`config.mk`:
```
export PLATFORM = sky130hd
export DESIGN_NAME = spi_slave_rx
export DESIGN_NICKNAME = d
export VERILOG_FILES = /design/src/rtl/spi_slave_rx.sv
export SDC_FILE = /design/constraint.sdc
export NUM_CORES = 1
export LEC_CHECK = 0
export CAP_MARGIN = 25
export CORE_AREA = 4 4 84 164
export CTS_BUF_LIST = sky130_fd_sc_hd__clkbuf_4 sky130_fd_sc_hd__clkbuf_8 sky130_fd_sc_hd__clkbuf_16
export DETAILED_ROUTE_END_ITERATION = 8
export DIE_AREA = 0 0 88 168
export PLACE_DENSITY_LB_ADDON = 0.08
export RECOVER_POWER = 50
export SYNTH_ARGS = -nofsm -noshare
export SYNTH_HDL_FRONTEND = slang
export SYNTH_SLANG_ARGS = --single-unit
```
`constraint.sdc`:
```
create_clock -name clk_50m -period 3.2 [get_ports clk_50m]
set_clock_uncertainty 0.15 [all_clocks]
set_input_delay 0.8 -clock clk_50m [delete_from_list [all_inputs] [get_ports clk_50m]]
set_output_delay 0.8 -clock clk_50m [all_outputs]
set_load 0.1 [all_outputs]
```
`src/rtl/spi_slave_rx.sv`:
```
// ============================================================================
// Module   : spi_slave_rx
// Purpose  : Oversampling SPI slave receiver (write-only, MSB first) feeding
//            a first-word-fall-through FIFO with a valid/ready interface.
//            Optional MISO echo of the previous word: SPI_SLAVE_RX_MISO_EN.
// Revision : 1.0 - initial release
// ============================================================================
`default_nettype none

module spi_slave_rx #(
  parameter int DATA_W      = 8,
  parameter int FIFO_DEPTH  = 4,
  parameter int SYNC_STAGES = 2
) (
  input  logic                          clk_50m,
  input  logic                          rst_n,
  input  logic                          sck,
  input  logic                          cs,
  input  logic                          mosi,
  input  logic                          rx_ready,
  output logic [DATA_W-1:0]             rx_data,
  output logic                          rx_valid,
  output logic                          rx_overflow,
  output logic                          frame_err,
  output logic                          busy,
  output logic [$clog2(FIFO_DEPTH):0]   fifo_level
`ifdef SPI_SLAVE_RX_MISO_EN
  ,
  output logic                          miso
`endif
);

  localparam int c_AW = $clog2(FIFO_DEPTH);
  localparam int c_CW = $clog2(DATA_W) + 1;

  localparam logic [c_AW:0]   c_PTR_ONE  = {{c_AW{1'b0}}, 1'b1};
  localparam logic [c_AW:0]   c_FULL_LVL = (c_AW+1)'(FIFO_DEPTH);
  localparam logic [c_CW-1:0] c_CNT_ONE  = {{(c_CW-1){1'b0}}, 1'b1};
  localparam logic [c_CW-1:0] c_CNT_LAST = c_CW'(DATA_W - 1);

  localparam logic [1:0] c_IDLE   = 2'd0;
  localparam logic [1:0] c_ACTIVE = 2'd1;
  localparam logic [1:0] c_COMMIT = 2'd2;

  // Synchronizers preset high: sck idles high and cs idles inactive.
  logic [SYNC_STAGES-1:0] r_sck_sync;
  logic [SYNC_STAGES-1:0] r_cs_sync;
  logic [SYNC_STAGES-1:0] r_mosi_sync;
  logic                   w_sck_s;
  logic                   w_cs_s;
  logic                   w_mosi_s;

  always_ff @(posedge clk_50m or negedge rst_n) begin
    if (!rst_n) begin
      r_sck_sync  <= '1;
      r_cs_sync   <= '1;
      r_mosi_sync <= '1;
    end else begin
      r_sck_sync  <= {r_sck_sync[SYNC_STAGES-2:0], sck};
      r_cs_sync   <= {r_cs_sync[SYNC_STAGES-2:0], cs};
      r_mosi_sync <= {r_mosi_sync[SYNC_STAGES-2:0], mosi};
    end
  end

  assign w_sck_s  = r_sck_sync[SYNC_STAGES-1];
  assign w_cs_s   = r_cs_sync[SYNC_STAGES-1];
  assign w_mosi_s = r_mosi_sync[SYNC_STAGES-1];

  // Edge events are registered together with mosi and cs level so all stay aligned.
  logic r_sck_prev;
  logic r_cs_prev;
  logic r_sck_rise;
  logic r_cs_fall;
  logic r_cs_rise;
  logic r_cs_low;
  logic r_mosi_d;

  always_ff @(posedge clk_50m or negedge rst_n) begin
    if (!rst_n) begin
      r_sck_prev <= 1'b1;
      r_cs_prev  <= 1'b1;
      r_sck_rise <= 1'b0;
      r_cs_fall  <= 1'b0;
      r_cs_rise  <= 1'b0;
      r_cs_low   <= 1'b0;
      r_mosi_d   <= 1'b1;
    end else begin
      r_sck_prev <= w_sck_s;
      r_cs_prev  <= w_cs_s;
      r_sck_rise <= w_sck_s & ~r_sck_prev;
      r_cs_fall  <= ~w_cs_s & r_cs_prev;
      r_cs_rise  <= w_cs_s & ~r_cs_prev;
      r_cs_low   <= ~w_cs_s;
      r_mosi_d   <= w_mosi_s;
    end
  end

  logic [1:0]        r_state;
  logic [c_CW-1:0]   r_bit_cnt;
  logic [DATA_W-1:0] r_shift;
  logic              r_frame_err;

  always_ff @(posedge clk_50m or negedge rst_n) begin
    if (!rst_n) begin
      r_state     <= c_IDLE;
      r_bit_cnt   <= '0;
      r_shift     <= '0;
      r_frame_err <= 1'b0;
    end else begin
      r_frame_err <= 1'b0;
      case (r_state)
        c_IDLE: begin
          r_bit_cnt <= '0;
          if (r_cs_fall) begin
            r_state <= c_ACTIVE;
            r_shift <= '0;
          end
        end
        c_ACTIVE: begin
          // cs rise wins over a coincident sck rise
          if (r_cs_rise) begin
            r_frame_err <= (r_bit_cnt != '0);
            r_bit_cnt   <= '0;
            r_state     <= c_IDLE;
          end else if (r_sck_rise) begin
            r_shift   <= {r_shift[DATA_W-2:0], r_mosi_d};
            r_bit_cnt <= r_bit_cnt + c_CNT_ONE;
            if (r_bit_cnt == c_CNT_LAST) begin
              r_state <= c_COMMIT;
            end
          end
        end
        c_COMMIT: begin
          r_bit_cnt <= '0;
          r_state   <= r_cs_low ? c_ACTIVE : c_IDLE;
        end
        default: begin
          r_state   <= c_IDLE;
          r_bit_cnt <= '0;
        end
      endcase
    end
  end

  // FIFO with an extra wrap bit on each pointer.
  logic [DATA_W-1:0] r_mem [FIFO_DEPTH];
  logic [c_AW:0]     r_wr_ptr;
  logic [c_AW:0]     r_rd_ptr;
  logic [c_AW:0]     w_level;
  logic [c_AW:0]     w_wr_next;
  logic [c_AW:0]     w_rd_next;
  logic              w_full;
  logic              w_push;
  logic              w_pop;
  logic              w_push_ok;
  logic [DATA_W-1:0] r_rx_data;
  logic              r_rx_overflow;

  assign w_level   = r_wr_ptr - r_rd_ptr;
  assign w_full    = (w_level == c_FULL_LVL);
  assign w_push    = (r_state == c_COMMIT);
  assign w_pop     = rx_valid & rx_ready;
  assign w_push_ok = w_push & (~w_full | w_pop);
  assign w_wr_next = w_push_ok ? (r_wr_ptr + c_PTR_ONE) : r_wr_ptr;
  assign w_rd_next = w_pop ? (r_rd_ptr + c_PTR_ONE) : r_rd_ptr;

  always_ff @(posedge clk_50m) begin
    if (w_push_ok) begin
      r_mem[r_wr_ptr[c_AW-1:0]] <= r_shift;
    end
  end

  // rx_data tracks the next head word and simply holds when the FIFO drains.
  always_ff @(posedge clk_50m or negedge rst_n) begin
    if (!rst_n) begin
      r_wr_ptr      <= '0;
      r_rd_ptr      <= '0;
      r_rx_data     <= '0;
      r_rx_overflow <= 1'b0;
    end else begin
      r_wr_ptr      <= w_wr_next;
      r_rd_ptr      <= w_rd_next;
      r_rx_overflow <= w_push & w_full & ~w_pop;
      if (w_wr_next != w_rd_next) begin
        if (w_push_ok && (w_rd_next == r_wr_ptr)) begin
          r_rx_data <= r_shift;
        end else begin
          r_rx_data <= r_mem[w_rd_next[c_AW-1:0]];
        end
      end
    end
  end

  assign rx_data     = r_rx_data;
  assign rx_valid    = (w_level != '0);
  assign rx_overflow = r_rx_overflow;
  assign frame_err   = r_frame_err;
  assign busy        = (r_state != c_IDLE);
  assign fifo_level  = w_level;

`ifdef SPI_SLAVE_RX_MISO_EN
  logic r_sck_fall;
  logic [DATA_W-1:0] r_echo;
  logic [DATA_W-1:0] r_last_word;

  always_ff @(posedge clk_50m or negedge rst_n) begin
    if (!rst_n) begin
      r_sck_fall  <= 1'b0;
      r_echo      <= '0;
      r_last_word <= '0;
    end else begin
      r_sck_fall <= ~w_sck_s & r_sck_prev;
      if (r_state == c_COMMIT) begin
        r_echo      <= r_shift;
        r_last_word <= r_shift;
      end else if ((r_state == c_IDLE) && r_cs_fall) begin
        r_echo <= r_last_word;
      end else if ((r_state == c_ACTIVE) && r_sck_fall) begin
        r_echo <= {r_echo[DATA_W-2:0], 1'b0};
      end
    end
  end

  assign miso = busy ? r_echo[DATA_W-1] : 1'b1;
`endif

endmodule

`default_nettype wire

```
==> summary.md <==
| Metric | Value |
|---|---|
| Status | `finished, final reports clean` |
| Vias | `2240` |
| Met3 Use GR | `0.0206` |
| Asr flop ratio synth | `0.573` |
| Tcrit/Tclk final | `0.954` |
| GRT Total Usage | `0.126` |
| Die height | `168 um` |
| HP Class | `reg2reg` |
| # IOs | `21` |
| Post-Syn Area | `3700 um^2` |
| Met2 usage | `0.232` |
| Cell repeated most along the worst path | `buf_4` |
| Setup slack, reg-to-reg | `150 ps` |
| Depth of the most critical reg-to-reg path | `11` |
| Met1 usage | `0.135` |
| Layout cell share with drive strength beyond 1 | `0.327` |
| Pwr dens | `1010 nW/um^2` |
| DIE AREA | `14800 um^2` |
| Min-delay src | `r_mosi_sync[0]` |
| Via density | `4.88` |
| Worst-case clock buffer depth | `2` |
| Final wirelength | `8450 um` |
| Hold path depth | `0` |
| Slew Limit Fails | `0` |
| YS warnings | `0` |
| IO buf count | `20` |
| Max H-tree Level | `3` |
| Non-Filler Instances | `459` |
| Worst flop-to-flop path startpoint | `r_wr_ptr[0]` |
| DR iter-0 viols | `68` |
| Routability congestion estimate | `0.747` |
| Fill count | `1220` |
| Clock-pin slew on the worst setup and hold paths | `60 ps` |
| Worst path cell trace | `inv_1 > ha_1 > fa_1 > buf_4 > nand4b_1 > mux2_2 > a31oi_1 > o22a_2 > a221oi_1 > buf_4 > o31ai_2` |
| Final setup fails | `0` |
| Seq cells post-synth | `75` |
| Hpwl dp | `6200 um` |
| Synth-to-layout area growth | `23.4%` |
| Setup Crit Path Kind | `reg2reg` |
| Nets | `319` |
| GRT overflow | `0` |
| Worst Path Buf+Inv | `3` |
| Leak Pwr | `1.77 nW` |
| Fin util | `0.363` |
| Slew HR | `0.0170` |
| Core Area | `12600 um^2` |
| Hold EP | `r_mosi_sync[1]` |
| Post-layout minimum cycle time | `3050 ps` |
| Most frequent cells in the layout | `dfrtp_1, edfxtp_1, buf_4` |
| Commonest non-fill, non-tap cell in the layout | `dfrtp_1` |
| Grt peak-use layer | `met2` |
| Avg Cell Area, Syn | `14.0 um^2` |
| CTS Hold Bufs | `0` |
| Post-DP Area | `4180 um^2` |
| R2r endpoint | `rx_data[7]` |
| Synth area leaders | `edfxtp_1, dfrtp_1, dfstp_2` |
| Slowest-stage cell, CP | `fa_1` |
| Worst Path Required | `3300 ps` |
| Register area | `2050 um^2` |
| Drc violations | `0` |
| Number of CTS-inserted buffers | `9` |
| Clock Latency Late Sink | `330 ps` |
| RSZ-0062 raised after global routing | `true` |
| Die Span X | `88 um` |
| Sequential share of the synthesized area | `0.554` |
| Area of the multi-input gates | `1560 um^2` |
| Max Freq | `327 MHz` |
| Final cell area excluding filler cells | `4560 um^2` |
| Worst setup SP type | `flop` |
| First-pass GRT wire length | `13500 um` |
| Least-Margin Pin Slew | `1470 ps` |
| EDFF count, synth | `32` |
| FP Rows | `58` |
| Pin count of the biggest net entering global routing | `23` |
| Tot Pwr | `4.62 mW` |
| Cell taking the most area after synthesis | `edfxtp_1` |
| Drt pass-1 iters | `4` |
| Post-CTS Setup Inserts | `0` |
| Endpoints failing hold | `0` |
| Main flop type after synthesis | `dfrtp_1` |
| Synth Instances | `264` |
| Arr. time, crit path | `3150 ps` |
| Root buffer cell | `clkbuf_16` |
| DP Cell Count | `443` |
| Hold Slack | `207 ps` |
| VDD IR max | `0.715 mV` |
| Crit-path max FO | `8` |
| Routed length per placed instance | `18.4 um` |
| Clock sink total | `75` |
| Vias in the first global route | `2424` |
| Max-cap violations | `0` |
| Post-synth cell types | `52` |
| Post-synth top area share | `0.260` |
| Mapped Nets | `279` |
| Inserted Diodes | `0` |
| Crit-path max cell delay | `410 ps` |
| CTS tree | `done` |
| CP top delay family | `compound AO/OA/AOI/OAI gates` |
| Crit end category | `flop` |
| Initial antenna violation count | `0` |
| Antenna viol nets, final | `0` |
| Starting density of the core | `0.294` |
[cells in the mapped netlist, drive strengths merged, types with 2 or more instances]
library cell,count
a221oi,9
mux4,16
a21oi,2
dfstp,9
ha,8
clkbuf,8
buf,3
nand2b,4
and2b,8
and2,5
o21ai,12
nand4,10
edfxtp,32
mux2,2
o22ai,3
inv,11
xnor2,10
xor2,5
nor3,3
nor2b,5
mux2i,2
nor3b,10
o31ai,8
dfrtp,34
nand2,22
nor2,10
[power breakdown]
part / switching, mW / total [mW] / internal [mW]
Combinational: 1.35 / 2.20 / 0.848
Sequential: 0.0674 / 1.17 / 1.10
Clock: 0.390 / 1.25 / 0.857
Total: 1.81 / 4.62 / 2.81
[registers in the layout, summed over array words and instances, names as in the netlist, 2 cells and up]
| signal | cells |
|---|---|
| r_mosi_sync | 2 |
| r_mem | 32 |
| r_shift | 8 |
| r_state | 2 |
| rx_data | 8 |
| r_rd_ptr | 3 |
| r_cs_sync | 2 |
| r_wr_ptr | 3 |
| r_bit_cnt | 4 |
| r_sck_sync | 2 |
[worst reg2reg max path, stage by stage (launching register included)]
cell      delay (ps)
dfrtp_1          340
inv_1             60
ha_1             200
fa_1             410
buf_4            180
nand4b_1         160
mux2_2           300
a31oi_1          350
o22a_2           360
a221oi_1         120
buf_4            150
o31ai_2          190
[repair_timing]
item                                   CTS  global route
endpoints found under the hold margin    0             0
resized for setup                        0             3
setup endpoints to repair                0             8
[worst max path at each step]
stage | startpoint | end | slack, ps | depth (start not counted)
6_report | r_wr_ptr[0] | rx_data[7] | 150 | 11
3_3_place_gp | rx_ready | rx_data[5] | 50 | 7
5_1_grt | r_wr_ptr[0] | rx_data[6] | -20 | 10
4_1_cts | r_wr_ptr[0] | rx_data[5] | 70 | 11
3_5_place_dp | rx_ready | rx_data[5] | -0.8 | 7
2_1_floorplan | r_wr_ptr[0] | rx_data[6] | 70 | 11
[through the flow]
stage	worst slack (ps)	setup TNS, ps
final	146	0
after global routing	-18.0	-35.0
after CTS	66.9	0
after detailed placement	-0.805	-0.805
after global placement	54.1	0
after floorplan	74.3	0
[cell families after synthesis]
family,Yosys count,share of synthesized area
DFF,75,0.554
AOI/OAI and AO/OA,41,0.0924
xor gates and xnor gates,16,0.0531
and+or+nand+nor,81,0.123
buffers and inverters,22,0.0301
muxes,20,0.115
adders and majority gates,9,0.0325
[area by class of cell]
type / instances / area share
well taps: 150 / 0.0412
inverters: 11 / 0.00960
flip-flops and latches: 75 / 0.449
repair buffers: 40 / 0.0777
clock inverters: 5 / 0.0274
clock buffers: 11 / 0.0527
multi-input cells: 167 / 0.342
[layer usage]
layer | vias to the layer above | wire length, um | share of wire
met5 | - | 0 | 0
met4 | 0 | 156 | 0.018
met3 | 10 | 184 | 0.022
met2 | 22 | 4890 | 0.58
met1 | 1140 | 3220 | 0.38
li1 | 1068 | - | -
No activity file was read; power rests on OpenSTA's default activity.
